**src/rtl/ecc_sed_pkg.sv**
```systemverilog
// Shared types and defaults for the single-error-detect encoder scheduler.
// No logic: state encoding, rsp_err bit positions, default parameters.
// Backpressure: n/a.
package ecc_sed_pkg;

    localparam int DEF_NUM_REQ    = 4;
    localparam int DEF_DATA_WIDTH = 8;
    localparam int DEF_TIMEOUT    = 8;

    localparam int ERR_MISMATCH = 0;
    localparam int ERR_TIMEOUT  = 1;

    typedef enum logic [1:0] {
        S_IDLE  = 2'd0,
        S_ISSUE = 2'd1,
        S_WAIT  = 2'd2,
        S_RESP  = 2'd3
    } sched_state_t;

endpackage

```
**src/rtl/ecc_sed_rr_arb.sv**
```systemverilog
// Round-robin selector: first asserted request at or after ptr, wrapping.
// Latency: purely combinational.
// Backpressure: none; caller decides when the grant is consumed.
module ecc_sed_rr_arb #(
    parameter int N   = 4,
    parameter int IDW = $clog2(N)
) (
    input  logic [N-1:0]   req,
    input  logic [IDW-1:0] ptr,
    output logic [N-1:0]   grant,
    output logic [IDW-1:0] index,
    output logic           any
);

    logic [IDW-1:0] cand;

    always_comb begin
        grant = '0;
        index = '0;
        any   = 1'b0;
        cand  = '0;
        for (int off = 0; off < N; off++) begin
            cand = IDW'((int'(ptr) + off) % N);
            if (!any && req[cand]) begin
                any         = 1'b1;
                grant[cand] = 1'b1;
                index       = cand;
            end
        end
    end

endmodule

```
**src/rtl/ecc_sed_enc_sched.sv**
```systemverilog
// Shares one SED encoder among NUM_REQ requesters, one transaction in flight.
// Latency: 3 cycles min request-to-response (accept, issue, encoder reply).
// Backpressure: response held until rsp_ready; no new accept until then.
module ecc_sed_enc_sched
    import ecc_sed_pkg::*;
#(
    parameter int NUM_REQ    = DEF_NUM_REQ,
    parameter int DATA_WIDTH = DEF_DATA_WIDTH,
    parameter int TIMEOUT    = DEF_TIMEOUT
) (
    input  logic                          clk,
    input  logic                          rst,
    input  logic [NUM_REQ-1:0]            req_valid,
    input  logic [NUM_REQ*DATA_WIDTH-1:0] req_data,
    output logic [NUM_REQ-1:0]            req_ready,
    output logic                          data_valid,
    output logic [DATA_WIDTH-1:0]         data,
    input  logic                          enc_valid,
    input  logic [DATA_WIDTH:0]           enc_codeword,
    output logic                          rsp_valid,
    input  logic                          rsp_ready,
    output logic [$clog2(NUM_REQ)-1:0]    rsp_id,
    output logic [DATA_WIDTH:0]           rsp_codeword,
    output logic [1:0]                    rsp_err,
    output logic                          spurious
);

    localparam int IDW = $clog2(NUM_REQ);
    localparam int CW  = $clog2(TIMEOUT + 1);
    localparam logic [CW-1:0] WAIT_LAST = CW'(TIMEOUT - 1);

    sched_state_t state, state_nxt;

    logic [IDW-1:0]        ptr;
    logic [IDW-1:0]        cur_id;
    logic [DATA_WIDTH-1:0] cap_data;
    logic [CW-1:0]         wait_cnt;

    logic [NUM_REQ-1:0] grant;
    logic [IDW-1:0]     grant_idx;
    logic               grant_any;
    logic               mismatch;
    logic               wait_expired;

    ecc_sed_rr_arb #(
        .N   (NUM_REQ),
        .IDW (IDW)
    ) u_arb (
        .req   (req_valid),
        .ptr   (ptr),
        .grant (grant),
        .index (grant_idx),
        .any   (grant_any)
    );

    assign mismatch     = (enc_codeword[DATA_WIDTH-1:0] != cap_data) ||
                          (enc_codeword[DATA_WIDTH] != ^cap_data);
    assign wait_expired = (wait_cnt == WAIT_LAST);

    always_ff @(posedge clk or negedge rst) begin
        if (!rst) begin
            state <= S_IDLE;
        end else begin
            state <= state_nxt;
        end
    end

    // req_ready is gated by rst so a held request cannot leak a grant during reset.
    always_comb begin
        state_nxt  = state;
        req_ready  = '0;
        data_valid = 1'b0;
        case (state)
            S_IDLE: begin
                if (grant_any && rst) begin
                    req_ready = grant;
                    state_nxt = S_ISSUE;
                end
            end
            S_ISSUE: begin
                data_valid = 1'b1;
                state_nxt  = S_WAIT;
            end
            S_WAIT: begin
                if (enc_valid || wait_expired) begin
                    state_nxt = S_RESP;
                end
            end
            S_RESP: begin
                if (rsp_ready) begin
                    state_nxt = S_IDLE;
                end
            end
            default: state_nxt = S_IDLE;
        endcase
    end

    always_ff @(posedge clk or negedge rst) begin
        if (!rst) begin
            ptr          <= '0;
            cur_id       <= '0;
            cap_data     <= '0;
            wait_cnt     <= '0;
            rsp_codeword <= '0;
            rsp_err      <= '0;
            spurious     <= 1'b0;
        end else begin
            spurious <= enc_valid && (state != S_WAIT);
            case (state)
                S_IDLE: begin
                    if (grant_any) begin
                        cap_data <= req_data[grant_idx*DATA_WIDTH +: DATA_WIDTH];
                        cur_id   <= grant_idx;
                    end
                end
                S_ISSUE: begin
                    wait_cnt <= '0;
                end
                S_WAIT: begin
                    // A result arriving on the expiry cycle beats the timeout.
                    if (enc_valid) begin
                        rsp_codeword          <= enc_codeword;
                        rsp_err               <= '0;
                        rsp_err[ERR_MISMATCH] <= mismatch;
                    end else if (wait_expired) begin
                        rsp_codeword         <= '0;
                        rsp_err              <= '0;
                        rsp_err[ERR_TIMEOUT] <= 1'b1;
                    end else begin
                        wait_cnt <= wait_cnt + 1'b1;
                    end
                end
                S_RESP: begin
                    if (rsp_ready) begin
                        ptr <= (cur_id == IDW'(NUM_REQ - 1)) ? '0 : cur_id + 1'b1;
                    end
                end
                default: ;
            endcase
        end
    end

    assign data      = cap_data;
    assign rsp_valid = (state == S_RESP);
    assign rsp_id    = cur_id;

endmodule

```
**config.mk**
```make
export PLATFORM = sky130hd
export DESIGN_NAME = ecc_sed_enc_sched
export DESIGN_NICKNAME = d
export VERILOG_FILES = /design/src/rtl/ecc_sed_pkg.sv /design/src/rtl/ecc_sed_rr_arb.sv /design/src/rtl/ecc_sed_enc_sched.sv
export SDC_FILE = /design/constraint.sdc
export NUM_CORES = 1
export LEC_CHECK = 0
export ABC_AREA = 1
export CAP_MARGIN = 20
export CORE_MARGIN = 3
export CORE_UTILIZATION = 33
export CTS_CLUSTER_DIAMETER = 40
export CTS_CLUSTER_SIZE = 8
export DETAILED_ROUTE_END_ITERATION = 16
export GPL_ROUTABILITY_DRIVEN = 0
export PLACE_DENSITY = 0.59
export RECOVER_POWER = 25
export SLEW_MARGIN = 5
export SYNTH_ARGS = -nofsm -noshare
export SYNTH_HDL_FRONTEND = slang
export SYNTH_SLANG_ARGS = --single-unit
```
**constraint.sdc**
```tcl
create_clock -name clk -period 5.3 [get_ports clk]
set_clock_uncertainty 0.15 [all_clocks]
set_input_delay 1.06 -clock clk [delete_from_list [all_inputs] [get_ports clk]]
set_output_delay 1.06 -clock clk [all_outputs]
set_load 0.05 [all_outputs]
```
* Yosys cells after proc, flatten, opt, wreduce, memory -nomap -nowiden *
Cells that the tools add are included.

cells by class
  add/sub/neg operators = 5
  multiply operators = 0
  div/mod/pow operators = 0
  magnitude comparators = 8
  eq/ne operators = 13
  shift-type cells = 1
  mux-type cells = 43
  bitwise operators = 3
  reduce and logical (&&, ||, !) cells = 23

operator list
  kind                 number
  $mux 4               8
  $shiftx 32x6->8      1
  $mux 2               10
  $mux 9               2
  $mux 1               13
  $lt 2x3->1 const B   4
  $or 4x4->4           3
  $ne 2x2->1 const B   5
  $logic_and 1x1->1    9
  $bmux 1 s2           4
  $demux 1 s2          4
  $ge 2x1->1 const B   4
  $ne 8x8->1           1
  $pmux 2 s4           1
  $pmux 4 s2           1
  $reduce_xor 8->1     1
  $eq 2x2->1 const B   3
  $reduce_and 2->1     3
  $reduce_and 3->1     2
  $add 2x1->2 const B  2
  $add 2x2->2 const B  2
  $add 4x1->4 const B  1
  $eq 4x3->1 const B   1
  $reduce_bool 2->1    2
  other kinds (6)      9

word-level totals
  register bits after elaboration = 30
  latch bits = 0
  RAM bits = 0
  ROM bits = 0
  input bits = 49
  output and inout port bits = 28
  word-level logic and storage cells = 104
  memories = 0

* Longest topological paths before layout *
Gate-level depths: netlist (run 1).

  word-level depth = 15
  gate-level depth with buffers = 16
  gate-level depth less buffers = 15

* Modules after synthesis *
A second synthesis (run 1) with hierarchy kept.

second synthesis, totals
  cell total of the unflattened synthesis = 303
  area total of the unflattened synthesis = 2183.3 µm²

by module, submodules not included
  module             times used  cells each  area each (µm²)
  ecc_sed_enc_sched  1           229         1742.9
  ecc_sed_rr_arb     1           74          440.4

* Worst setup path after synthesis (run 1) *
No wires, ideal clock.

  path type = in2out
  start = input req_valid[3]
  end = output req_ready[0]
  arrival time = 2.179 ns
  setup slack = 1.911 ns
  cell stages on the path = 10
  path buffers = 0
  cell sequence = inv_1 -> nand2_1 -> nand3_2 -> nand2_4 -> inv_2 -> nand4_2 -> nand2_1 -> nor2_1 -> nand2_1 -> inv_1

on the way
  longest elaborated chain between the ends = 15

ends and longest elaborated chain
  item                          line                     text
  from (decl)                   ecc_sed_enc_sched.sv:13  input logic [NUM_REQ-1:0] req_valid,
  $bmux 1 s2                    ecc_sed_rr_arb.sv:24     if (!any && req[cand]) begin
  $mux 1 (implied by the code)  ecc_sed_rr_arb.sv:24
  $mux 1                        ecc_sed_rr_arb.sv:24
  $logic_not 1->1               ecc_sed_rr_arb.sv:24
  $logic_and 1x1->1             ecc_sed_rr_arb.sv:24
  $mux 1                        ecc_sed_rr_arb.sv:24
  $logic_not 1->1               ecc_sed_rr_arb.sv:24
  $logic_and 1x1->1             ecc_sed_rr_arb.sv:24
  $mux 1                        ecc_sed_rr_arb.sv:24
  $logic_not 1->1               ecc_sed_rr_arb.sv:24
  $logic_and 1x1->1             ecc_sed_rr_arb.sv:24
  $mux 1                        ecc_sed_rr_arb.sv:24
  $logic_and 1x1->1             ecc_sed_enc_sched.sv:75  if (grant_any && rst) begin
  $mux 4 (*)                    ecc_sed_enc_sched.sv:75
  $mux 4 (*)                    ecc_sed_enc_sched.sv:73  case (state)
  to (decl)                     ecc_sed_enc_sched.sv:15  output logic [NUM_REQ-1:0] req_ready,

Mark *: on every way between the ends. The rest lies on a longest branch, timed or not. The select of a mux whose other input is x is not followed.

* Worst setup path after layout (run 1) *
  start = input req_valid[3]
  end = output req_ready[2]

The elaborated chain is that of the path after synthesis.

==> summary.md, run 1 <==
| Metric | Value |
|---|---|
| Number of global-route vias before repair | `2125` |
| Grt peak-use layer | `met2` |
| First-pass GRT wire length | `9.59 mm` |
| Num CTS Buffers | `5` |
| Routing usage on met1 | `19.8%` |
| Post-cts sizing count | `0` |
| Top cell type's share of synthesized area | `32.6%` |
| GRT Total Usage | `14.9%` |
| Cell breakdown of the critical path | `clkdlybuf4s50_1, nand2_1, nand3_1, nand2_1, nand4_2, nand2_1, nor2_1, nand2_1, inv_1, buf_4` |
| Synth top cells by count | `nand2_1, inv_1, nand3_1` |
| WP data required | `4090 ps` |
| Number of detailed-route iterations in the first pass | `4` |
| Area of the multi-input gates | `0.00130 mm2` |
| CP Class | `in -> out` |
| Count leader, synth | `nand2_1` |
| Status | `finished, final reports clean` |
| Initial Utilization | `35.0%` |
| Post-route cell area | `0.00325 mm2` |
| Critical path startpoint category | `input port` |
| Final Net Count | `469` |
| Critical Path AT | `3020 ps` |
| RSZ-0062 raised after global routing | `false` |
| Root Driver | `clkbuf_8` |
| Avg Cell Area, Syn | `6.99 um2` |
| Die Ht | `89.5 um` |
| Via count | `2267` |
| Core area | `0.00657 mm2` |
| Post-layout minimum cycle time | `4230 ps` |
| Slew HR | `64.2%` |
| CP bufs+invs | `3` |
| Ys flop type | `dfrtp_1` |
| Post-synth cell types | `31` |
| Cells after synthesis | `329` |
| Initial antenna violation count | `0` |
| Post-synth EDFFs | `0` |
| Postcts setup bufs | `0` |
| Critical Path Slowest Stage Cell | `clkdlybuf4s50_1` |
| Remaining DRCs | `0` |
| Synthesized Nets | `391` |
| # diodes | `0` |
| Crit-path max cell delay | `510 ps` |
| Flops & latches, synth | `30` |
| Worst-margin pin slew | `536 ps` |
| P&R area growth vs syn | `41.2%` |
| PortBufs | `76` |
| Post-synthesis sequential area ratio | `32.6%` |
| # setup viols final | `0` |
| Setup TNS | `0 ps` |
| Share of layout cells above drive strength 1 | `11.0%` |
| Family with the most delay on the worst path | `simple AND/OR/NAND/NOR gates` |
| Final period util | `79.8%` |
| Initial DRC Count | `44` |
| Grt met3 use | `3.13%` |
| CTS Sinks | `30` |
| Power density cells | `672 mW/mm2` |
| Die width | `89.5 um` |
| Worst-path clk slew | `70 ps` |
| Grt total ovfl | `0` |
| Met2 usage | `24.8%` |
| CTS hold repair buffers | `0` |
| Synthesis Warnings | `0` |
| Antenna Nets Post-Route | `0` |
| DR WL/cell | `11.3 um` |
| HPWL after detailed placement | `4.55 mm` |
| VDD IR-drop max | `0.250 mV` |
| H-tree levels | `2` |
| # IOs | `77` |
| Vias per Instance | `4.52` |
| Worst-skew pair later-pin latency | `280 ps` |
| LEAKAGE | `1.63 nW` |
| Min-delay worst type | `reg -> reg` |
| Final WL | `5.68 mm` |
| Largest area contributor in the netlist | `dfrtp_1` |
| Crit-path max FO | `14` |
| Hold Vio Cnt, Final | `0` |
| Row Count | `29` |
| Register area | `751 um2` |
| Max Cap Violations | `0` |
| Synth top area cells | `dfrtp_1, nand2_1, nand3_1` |
| Largest net degree at the start of global routing | `33` |
| CP Capture Type | `output port` |
| Synth async-reset ratio | `100%` |
| Synthesized area | `0.00230 mm2` |
| Filler cells | `704` |
| Final Max Slew Viols | `0` |
| Total power | `2.18 mW` |
| Placed Area | `0.00314 mm2` |
| CTS tree | `built` |
| Maximum achievable frequency | `236 MHz` |
| Most frequent CP cell | `nand2_1` |
| Worst-case clock buffer depth | `2` |
| Die area | `0.00801 mm2` |
==> placed cells by master (no fill, tap or decap), drive strengths merged, types with 7 or more instances in the layout <==
cell type	Yosys	layout
nor2	12	12
inv	56	56
clkdlybuf4s50	0	71
or2	13	13
dfrtp	30	30
xnor2	9	9
a21oi	7	7
o21ai	16	16
nand3	48	48
ha	13	13
nand2	101	101
==> worst paths after layout <==
path / from / slack (ps) / end / cells past startpoint
setup / recovery: req_valid[3] / 1070 / req_ready[2] / 10
hold / removal: rsp_codeword[6]$_DFFE_PN0P_ / 320 / rsp_codeword[6]$_DFFE_PN0P_ / 2
setup reg to reg: ptr[0]$_DFFE_PN0P_ / 2480 / data[3]$_DFFE_PN0P_ / 13
hold reg to reg: rsp_codeword[6]$_DFFE_PN0P_ / 320 / rsp_codeword[6]$_DFFE_PN0P_ / 2
max in group asynchronous: rst / 3600 / rsp_id[1]$_DFFE_PN0P_ / 2
min in group asynchronous: rst / 1100 / wait_cnt[3]$_DFFE_PN0P_ / 2
==> area by class of cell <==
type / count / area share, %
Clock buffer: 5 / 2.12
Clock inverter: 3 / 1.23
Multi-Input combinational cell: 237 / 40.1
Sequential cell: 30 / 23.1
Timing Repair Buffer: 77 / 23.3
Inverter: 56 / 6.47
Tap cell: 93 / 3.58
==> routing by layer <==
layer | share of wire, % | wire length [um] | vias to the layer above
met5 | 0 | 0 | -
met4 | 0.58 | 33 | 0
met3 | 5.6 | 317 | 4
met2 | 45 | 2550 | 68
met1 | 49 | 2790 | 998
li1 | - | - | 1197
==> power breakdown <==
group	leakage, nW	internal, mW	switching (mW)	total [mW]
Sequential	0.371	0.334	0.112	0.446
Clock	0.0579	0.138	0.0872	0.225
Combinational	1.20	0.533	0.976	1.51
==> state kept, by name (all words and copies together), names as in the netlist <==
| name | cells |
|---|---|
| rsp_err | 2 |
| wait_cnt | 4 |
| rsp_id | 2 |
| state | 2 |
| ptr | 2 |
| rsp_codeword | 9 |
| data | 8 |
| spurious | 1 |
==> worst register-to-register path: stages (launching register included) <==
cell	delay [ps]
dfrtp_1	600
inv_2	210
ha_1	410
inv_1	120
nand3_1	100
nand2_2	90
inv_2	60
o21ai_2	160
inv_2	60
nand2_4	120
nand2_4	150
or2_2	310
nand3_1	90
nand3_1	80
==> per-stage QoR <==
step / setup WS, ps / std cells / hold WS [ps] / utilization [%]
after global routing: 790 / 501 / 341 / 49.5
after detailed placement: 1060 / 493 / 308 / 47.8
after CTS: 1050 / 501 / 326 / 49.5
after global placement: 1110 / 493 / 302 / 47.8
final: 1070 / 501 / 317 / 49.5
after floorplan: 1910 / 329 / 329 / -
==> cell families after synthesis <==
logic type	Yosys count	synth area share, %
DFF	30	32.6
xor gates and xnor gates	12	4.57
buffers and inverters	62	10.7
AOI/OAI and AO/OA	33	8.16
adders and majority gates	13	7.07
and+or+nand+nor	179	36.9
(Power assumes the default switching activity.)
==> run 2: changes to the inputs <==
--- a/config.mk
+++ b/config.mk
@@ -13,7 +13,7 @@
 export CTS_CLUSTER_SIZE = 8
 export DETAILED_ROUTE_END_ITERATION = 16
 export GPL_ROUTABILITY_DRIVEN = 0
-export PLACE_DENSITY = 0.59
+export PLACE_DENSITY = 0.61
 export RECOVER_POWER = 25
 export SLEW_MARGIN = 5
 export SYNTH_ARGS = -nofsm -noshare
==> constraint.sdc (replaced) <==
create_clock -name clk -period 3.5 [get_ports clk]
set_clock_uncertainty 0.15 [all_clocks]
set_input_delay 0.7 -clock clk [delete_from_list [all_inputs] [get_ports clk]]
set_output_delay 0.7 -clock clk [all_outputs]
set_load 0.05 [all_outputs]
==> summary.md, run 2 (synthesis results as in run 1) <==
| Metric | Value |
|---|---|
| Status | `finished, violations left (was finished, final reports clean)` |
| Failing checks | `capacitance limit, slew limit` |
| Final Net Count | `472 (was 469)` |
| Num CTS Buffers | `5 (unchanged)` |
| Final Max Slew Viols | `32 (was 0)` |
| H-tree levels | `2 (unchanged)` |
| VDD IR-drop max | `0.333 mV (was 0.250 mV)` |
| Max reg flops | `9 (unchanged)` |
| Critical path startpoint category | `flop (was input port)` |
| Post-layout minimum cycle time | `3270 ps` |
| CP Class | `reg -> out (was in -> out)` |
| Endpoint, Worst Hold | `rsp_codeword[6]$_DFFE_PN0P_ (unchanged)` |
| Min-delay worst type | `reg -> reg (unchanged)` |
| Core area | `0.00657 mm2 (unchanged)` |
| Initial antenna violation count | `0 (unchanged)` |
| RR Startpoint | `ptr[1]$_DFFE_PN0P_ (was ptr[0]$_DFFE_PN0P_)` |
| Remaining DRCs | `0 (unchanged)` |
| Critical Path AT | `2420 ps (was 3020 ps)` |
| Slew HR | `-11.3% (was 64.2%)` |
| NetSw | `1.79 mW (was 1.18 mW)` |
| CP Capture Type | `output port (unchanged)` |
| Worst-margin pin slew | `1670 ps (was 536 ps)` |
| Power share of the sequential group | `19.9% (was 20.5%)` |
| Worst-skew pair later-pin latency | `290 ps (was 280 ps)` |
| Largest Register | `rsp_codeword (unchanged)` |
| PortBufs | `76 (unchanged)` |
| LEAKAGE | `1.64 nW (was 1.63 nW)` |
| # setup viols final | `0 (unchanged)` |
| Largest net degree at the start of global routing | `32 (was 33)` |
| Cell breakdown of the critical path | `inv_1, ha_1, inv_1, nand3_1, nand2_2, inv_2, nor2_4, nand3_2, o211ai_1, nand2_1, inv_1, buf_12 (was clkdlybuf4s50_1, nand2_1, nand3_1, nand2_1, nand4_2, nand2_1, nor2_1, nand2_1, inv_1, buf_4)` |
| Final WL | `5.58 mm (was 5.68 mm)` |
| Vias per Instance | `4.48 (was 4.52)` |
| Die width | `89.5 um (unchanged)` |
| Die area | `0.00801 mm2 (unchanged)` |
| Initial Utilization | `35.0% (unchanged)` |
| R2R Path End | `data[1]$_DFFE_PN0P_ (was data[3]$_DFFE_PN0P_)` |
| Antenna Nets Post-Route | `0 (unchanged)` |
| Most frequent cells in the layout | `nand2_1, clkdlybuf4s50_1, inv_1 (unchanged)` |
| Power density cells | `1000 mW/mm2 (was 672 mW/mm2)` |
| Hold Slack | `317 ps (about the same)` |
| Hold Crit Start | `rsp_codeword[6]$_DFFE_PN0P_ (unchanged)` |
| CTS Sinks | `30 (unchanged)` |
| HPWL after detailed placement | `4.52 mm (was 4.55 mm)` |
| Clock network power share | `8.7% (was 10.3%)` |
| Via count | `2257 (was 2267)` |
| DR WL/cell | `11.1 um (was 11.3 um)` |
| GRT Total Usage | `15.1% (was 14.9%)` |
| WP data required | `2650 ps (was 4090 ps)` |
| Grt total ovfl | `0 (unchanged)` |
| Worst-case clock buffer depth | `2 (unchanged)` |
| Net Sw Frac | `54.1% (was 53.9%)` |
| Worst-path clk slew | `60 ps (was 70 ps)` |
| CTS tree | `built (unchanged)` |
| Final period util | `93.5%` |
| Number of detailed-route iterations in the first pass | `4 (unchanged)` |
| Share of layout cells above drive strength 1 | `11.4% (was 11.0%)` |
| Row Count | `29 (unchanged)` |
| Hold path depth | `2 (unchanged)` |
| Critical Path Slowest Stage Cell | `dfrtp_2 (was clkdlybuf4s50_1)` |
| CTS hold repair buffers | `0 (unchanged)` |
| Worst r2r path cells | `13 (unchanged)` |
| Commonest non-fill, non-tap cell in the layout | `nand2_1 (unchanged)` |
| RSZ-0062 raised after global routing | `false (unchanged)` |
| Maximum achievable frequency | `306 MHz` |
| Combinational share of power | `71.4% (was 69.2%)` |
| Number of global-route vias before repair | `2086 (was 2125)` |
| Root Driver | `clkbuf_8 (unchanged)` |
| Crit-path max FO | `8 (was 14)` |
| # diodes | `0 (unchanged)` |
| Crit-path max cell delay | `470 ps (was 510 ps)` |
| First-pass GRT wire length | `9.58 mm (was 9.59 mm)` |
| Setup TNS | `0 ps (unchanged)` |
| Hold Vio Cnt, Final | `0 (unchanged)` |
| Postcts setup bufs | `0 (unchanged)` |
| Pint | `1.51 mW (was 1.01 mW)` |
| Die Ht | `89.5 um (unchanged)` |
| Initial DRC Count | `80 (was 44)` |
| P&R area growth vs syn | `43.5% (was 41.2%)` |
| R2R setup slack | `900 ps (was 2480 ps)` |
| # IOs | `77 (unchanged)` |
| Max Cap Violations | `1 (was 0)` |
| Most frequent CP cell | `inv_1 (was nand2_1)` |
==> run 2: changes by cell type in the layout (fill, tap and decap cells not counted) <==
cell / delta
dfrtp_1: -1
dfrtp_2: +1
clkinv_2: -1
clkbuf_8: +1
buf_12: +4
clkbuf_1: +2
bufinv_16: -1
buf_4: -2
==> run 2: worst max path at each step <==
stage,start,endpoint,cells after the start
2_1_floorplan,ptr[0]$_DFFE_PN0P_,req_ready[2],11
3_3_place_gp,req_valid[3],req_ready[3],10
3_5_place_dp,req_valid[3],req_ready[0],12
4_1_cts,ptr[1]$_DFFE_PN0P_,req_ready[2],12
5_1_grt,ptr[1]$_DFFE_PN0P_,req_ready[3],12
6_report,ptr[1]$_DFFE_PN0P_,req_ready[2],12
==> run 2: power by group through the flow <==
stage	Combinational (mW)	Sequential [mW]	Clock, mW
2_1_floorplan	1.35	1.06	0
6_report	2.36	0.655	0.287
3_5_place_dp	2.37	0.662	0
5_1_grt	2.63	0.686	0.310
4_1_cts	2.38	0.658	0.294
3_3_place_gp	2.35	0.656	0
==> run 2: worst max-delay path: cells and delay by family (launching register included) <==
family,cells,cell delay [ps]
compound gates,1,180
flops,1,470
buf+inv,5,620
fa+ha+maj,1,330
simple gates,5,540
==> run 2: layer usage <==
metal	GRT usage [%]	share of wire [%]
met1	20.6	49
met2	23.8	44
met3	2.95	5.8
met4	5.28	1.5
met5	0	0
==> run 2: per-stage QoR <==
stage | setup WS [ps] | instance area, um2 | total power, mW | util [%] | cells
after global routing | 7.36 | 3300 | 3.62 | 50.3 | 504
after CTS | 130 | 3300 | 3.33 | 50.3 | 504
after global placement | 353 | 3210 | 3.01 | 48.9 | 496
final | 229 | 3300 | 3.30 | 50.3 | 504
after floorplan | 576 | 2300 | 2.41 | - | 329
after detailed placement | 319 | 3210 | 3.03 | 48.9 | 496
==> run 2: area by class of cell <==
cell class / instances / area (um2)
multi-input combinational: 237 / 1300
tap: 93 / 116
sequential: 30 / 752
timing repair buffer: 80 / 827
inverter: 56 / 210
fill: 671 / 3270
clock inverter: 1 / 5.00
clock buffer: 7 / 86.3
==> run 2: repair_timing <==
action	CTS	global route
gates resized for setup	0	1
hold endpoints to repair	0	0
setup endpoints to repair	0	4
==> run 3: changes to the inputs <==
--- a/config.mk
+++ b/config.mk
@@ -8,12 +8,12 @@
 export ABC_AREA = 1
 export CAP_MARGIN = 20
 export CORE_MARGIN = 3
-export CORE_UTILIZATION = 33
+export CORE_UTILIZATION = 42
 export CTS_CLUSTER_DIAMETER = 40
 export CTS_CLUSTER_SIZE = 8
 export DETAILED_ROUTE_END_ITERATION = 16
 export GPL_ROUTABILITY_DRIVEN = 0
-export PLACE_DENSITY = 0.61
+export PLACE_DENSITY = 0.75
 export RECOVER_POWER = 25
 export SLEW_MARGIN = 5
 export SYNTH_ARGS = -nofsm -noshare
==> constraint.sdc (replaced) <==
create_clock -name clk -period 2.8 [get_ports clk]
set_clock_uncertainty 0.15 [all_clocks]
set_input_delay 0.56 -clock clk [delete_from_list [all_inputs] [get_ports clk]]
set_output_delay 0.56 -clock clk [all_outputs]
set_load 0.05 [all_outputs]
==> summary.md, run 3 (synthesis results as in run 1) <==
| Metric | Value |
|---|---|
| Place WS | `-90.1 ps (was 319 ps)` |
| Die area | `0.00640 mm2 (was 0.00801 mm2)` |
| Crit-path max FO | `5 (was 8)` |
| Critical Path Slowest Stage Cell | `dfrtp_1 (was dfrtp_2)` |
| Initial antenna violation count | `0 (unchanged)` |
| Number of global-route vias before repair | `2156 (was 2086)` |
| H-tree levels | `2 (unchanged)` |
| CTS tree | `built (unchanged)` |
| CP Capture Type | `output port (unchanged)` |
| Most frequent cells in the layout | `nand2_1, clkdlybuf4s50_1, inv_1 (unchanged)` |
| Most frequent CP cell | `inv_2 (was inv_1)` |
| Initial Utilization | `44.2% (was 35.0%)` |
| Largest net degree at the start of global routing | `32 (unchanged)` |
| # setup viols final | `0 (unchanged)` |
| Hold Vio Cnt, Final | `0 (unchanged)` |
| DRT met1 WL | `2.55 mm (was 2.72 mm)` |
| Clock network power share | `11.5% (was 8.7%)` |
| P&R area growth vs syn | `52.8% (was 43.5%)` |
| CP Class | `reg -> out (unchanged)` |
| GRT Total Usage | `18.6% (was 15.1%)` |
| Post-layout minimum cycle time | `2730 ps` |
| WL met3 | `355 um (was 322 um)` |
| Die width | `80.0 um (was 89.5 um)` |
| Critical Path AT | `2020 ps (was 2420 ps)` |
| Grt total ovfl | `0 (unchanged)` |
| Status | `finished, final reports clean (was finished, violations left)` |
| Top sig layer | `met4 (unchanged)` |
| Cell breakdown of the critical path | `inv_2, ha_4, inv_2, nand3_2, nand2_2, inv_4, nor2_4, nand3_4, o211ai_1, nand2_1, inv_2, buf_12 (was inv_1, ha_1, inv_1, nand3_1, nand2_2, inv_2, nor2_4, nand3_2, o211ai_1, nand2_1, inv_1, buf_12)` |
| Min-delay worst type | `reg -> reg (unchanged)` |
| CP bufs+invs | `5 (unchanged)` |
| Crit-path max cell delay | `390 ps (was 470 ps)` |
| HPWL after detailed placement | `4.54 mm (was 4.52 mm)` |
| Worst-margin pin slew | `534 ps (was 1670 ps)` |
| WP data required | `2090 ps (was 2650 ps)` |
| Row Count | `26 (was 29)` |
| LEAKAGE | `1.76 nW (was 1.64 nW)` |
| Core area | `0.00520 mm2 (was 0.00657 mm2)` |
| Hold Crit Start | `rsp_codeword[6]$_DFFE_PN0P_ (unchanged)` |
| Total power | `4.70 mW (was 3.30 mW)` |
| Number of detailed-route iterations in the first pass | `4 (unchanged)` |
| Final WS setup | `70.2 ps (was 229 ps)` |
| DR WL/cell | `12.1 um (was 11.1 um)` |
| Final Max Slew Viols | `0 (was 32)` |
| Worst-skew pair later-pin latency | `280 ps (was 290 ps)` |
| Family with the most delay on the worst path | `simple AND/OR/NAND/NOR gates (was buffers and inverters)` |
| PortBufs | `76 (unchanged)` |
| Root Driver | `clkbuf_8 (unchanged)` |
| Worst-path clk slew | `60 ps (about the same)` |
| Combinational share of power | `71.2% (was 71.4%)` |
| Max reg flops | `9 (unchanged)` |
| CTS Sinks | `30 (unchanged)` |
| # IOs | `77 (unchanged)` |
| Final Net Count | `487 (was 472)` |
| Maximum achievable frequency | `366 MHz` |
| NetSw | `2.38 mW (was 1.79 mW)` |
| # diodes | `0 (unchanged)` |
| Net Sw Frac | `50.7% (was 54.1%)` |
| Final period util | `97.5%` |
| Worst-case clock buffer depth | `2 (unchanged)` |
| Num CTS Buffers | `5 (unchanged)` |
| Share of layout cells above drive strength 1 | `17.8% (was 11.4%)` |
| Critical path startpoint category | `flop (unchanged)` |
| First-pass GRT wire length | `9.59 mm (was 9.58 mm)` |
| Max Cap Violations | `0 (was 1)` |
| Antenna Nets Post-Route | `0 (unchanged)` |
| Pint | `2.32 mW (was 1.51 mW)` |
| Die Ht | `80.0 um (was 89.5 um)` |
| Commonest non-fill, non-tap cell in the layout | `nand2_1 (unchanged)` |
| Via count | `2413 (was 2257)` |
| Power density cells | `1340 mW/mm2 (was 1000 mW/mm2)` |
| RR Startpoint | `ptr[0]$_DFFE_PN0P_ (was ptr[1]$_DFFE_PN0P_)` |
| Initial DRC Count | `66 (was 80)` |
| Power share of the sequential group | `17.3% (was 19.9%)` |
| Remaining DRCs | `0 (unchanged)` |
| Slew HR | `64.3% (was -11.3%)` |
| Largest Register | `rsp_codeword (unchanged)` |
| DR WL met2 | `3.01 mm (was 2.45 mm)` |
| Final WL | `6.01 mm (was 5.58 mm)` |
| Vias per Instance | `4.86 (was 4.48)` |
| Crit. Startpoint | `ptr[0]$_DFFE_PN0P_ (was ptr[1]$_DFFE_PN0P_)` |
| VDD IR-drop max | `0.778 mV (was 0.333 mV)` |
run 3: layer usage:
metal  global-route usage, %  vias to the layer above
li1                        -                     1232
met3                    3.84                       12
met1                    22.6                     1091
met5                       0                        -
met4                    4.56                        0
met2                    33.1                       78
run 3: worst reg2reg max path: stages, from the launching register on:
cell     delay [ps]
dfrtp_1         390
inv_2            90
ha_4            220
inv_2            70
nand3_2          60
nand2_2         110
inv_4            60
nor2_4          140
buf_6           120
buf_4            90
buf_4           100
nand4_1          80
nand2_2         160
inv_2            90
nor2_2          200
nand3_1         110
nand3_1          80
run 3: what timing repair did:
action | CTS | global route
endpoints found under the setup margin | 4 | 4
setup buffers | 2 | 3
hold buffers | 0 | 0
pin swaps | 1 | 12
resized for setup | 4 | 25
run 3: final cells by class:
class | instances | area [um2]
Fill cell | 454 | 1690
Multi-Input combinational cell | 237 | 1360
Timing Repair Buffer | 95 | 957
Sequential cell | 30 | 751
Inverter | 56 | 215
Tap cell | 70 | 87.6
Clock buffer | 6 | 82.6
Clock inverter | 2 | 60.1
run 3: power by group through the flow:
stage	sequential, mW	clock [mW]	combinational [mW]
floorplan	1.32	0	1.69
global placement	0.806	0	3.03
detailed placement	0.819	0	3.08
CTS	0.813	0.551	3.16
global route	0.843	0.573	3.65
finish	0.814	0.541	3.35
run 3: metrics by stage:
stage / hold WS, ps / setup TNS [ps] / cells / instance area (um2) / util (%)
floorplan: 114 / 0 / 329 / 2300 / -
global placement: 302 / -87.3 / 483 / 3260 / 62.6
detailed placement: 314 / -226 / 483 / 3260 / 62.6
CTS: 330 / 0 / 493 / 3430 / 65.9
global route: 365 / -12.5 / 496 / 3510 / 67.5
finish: 328 / 0 / 496 / 3510 / 67.5
run 3: path summary, 6_finish.rpt:
kind	slack [ps]	cells past startpoint	end
min in group asynchronous	680	2	wait_cnt[0]$_DFFE_PN0P_
setup / recovery	70	12	req_ready[2]
setup reg to reg	410	16	data[4]$_DFFE_PN0P_
hold reg to reg	330	2	rsp_codeword[6]$_DFFE_PN0P_
max in group asynchronous	1530	2	rsp_id[0]$_DFFE_PN0P_
hold / removal	330	2	rsp_codeword[6]$_DFFE_PN0P_
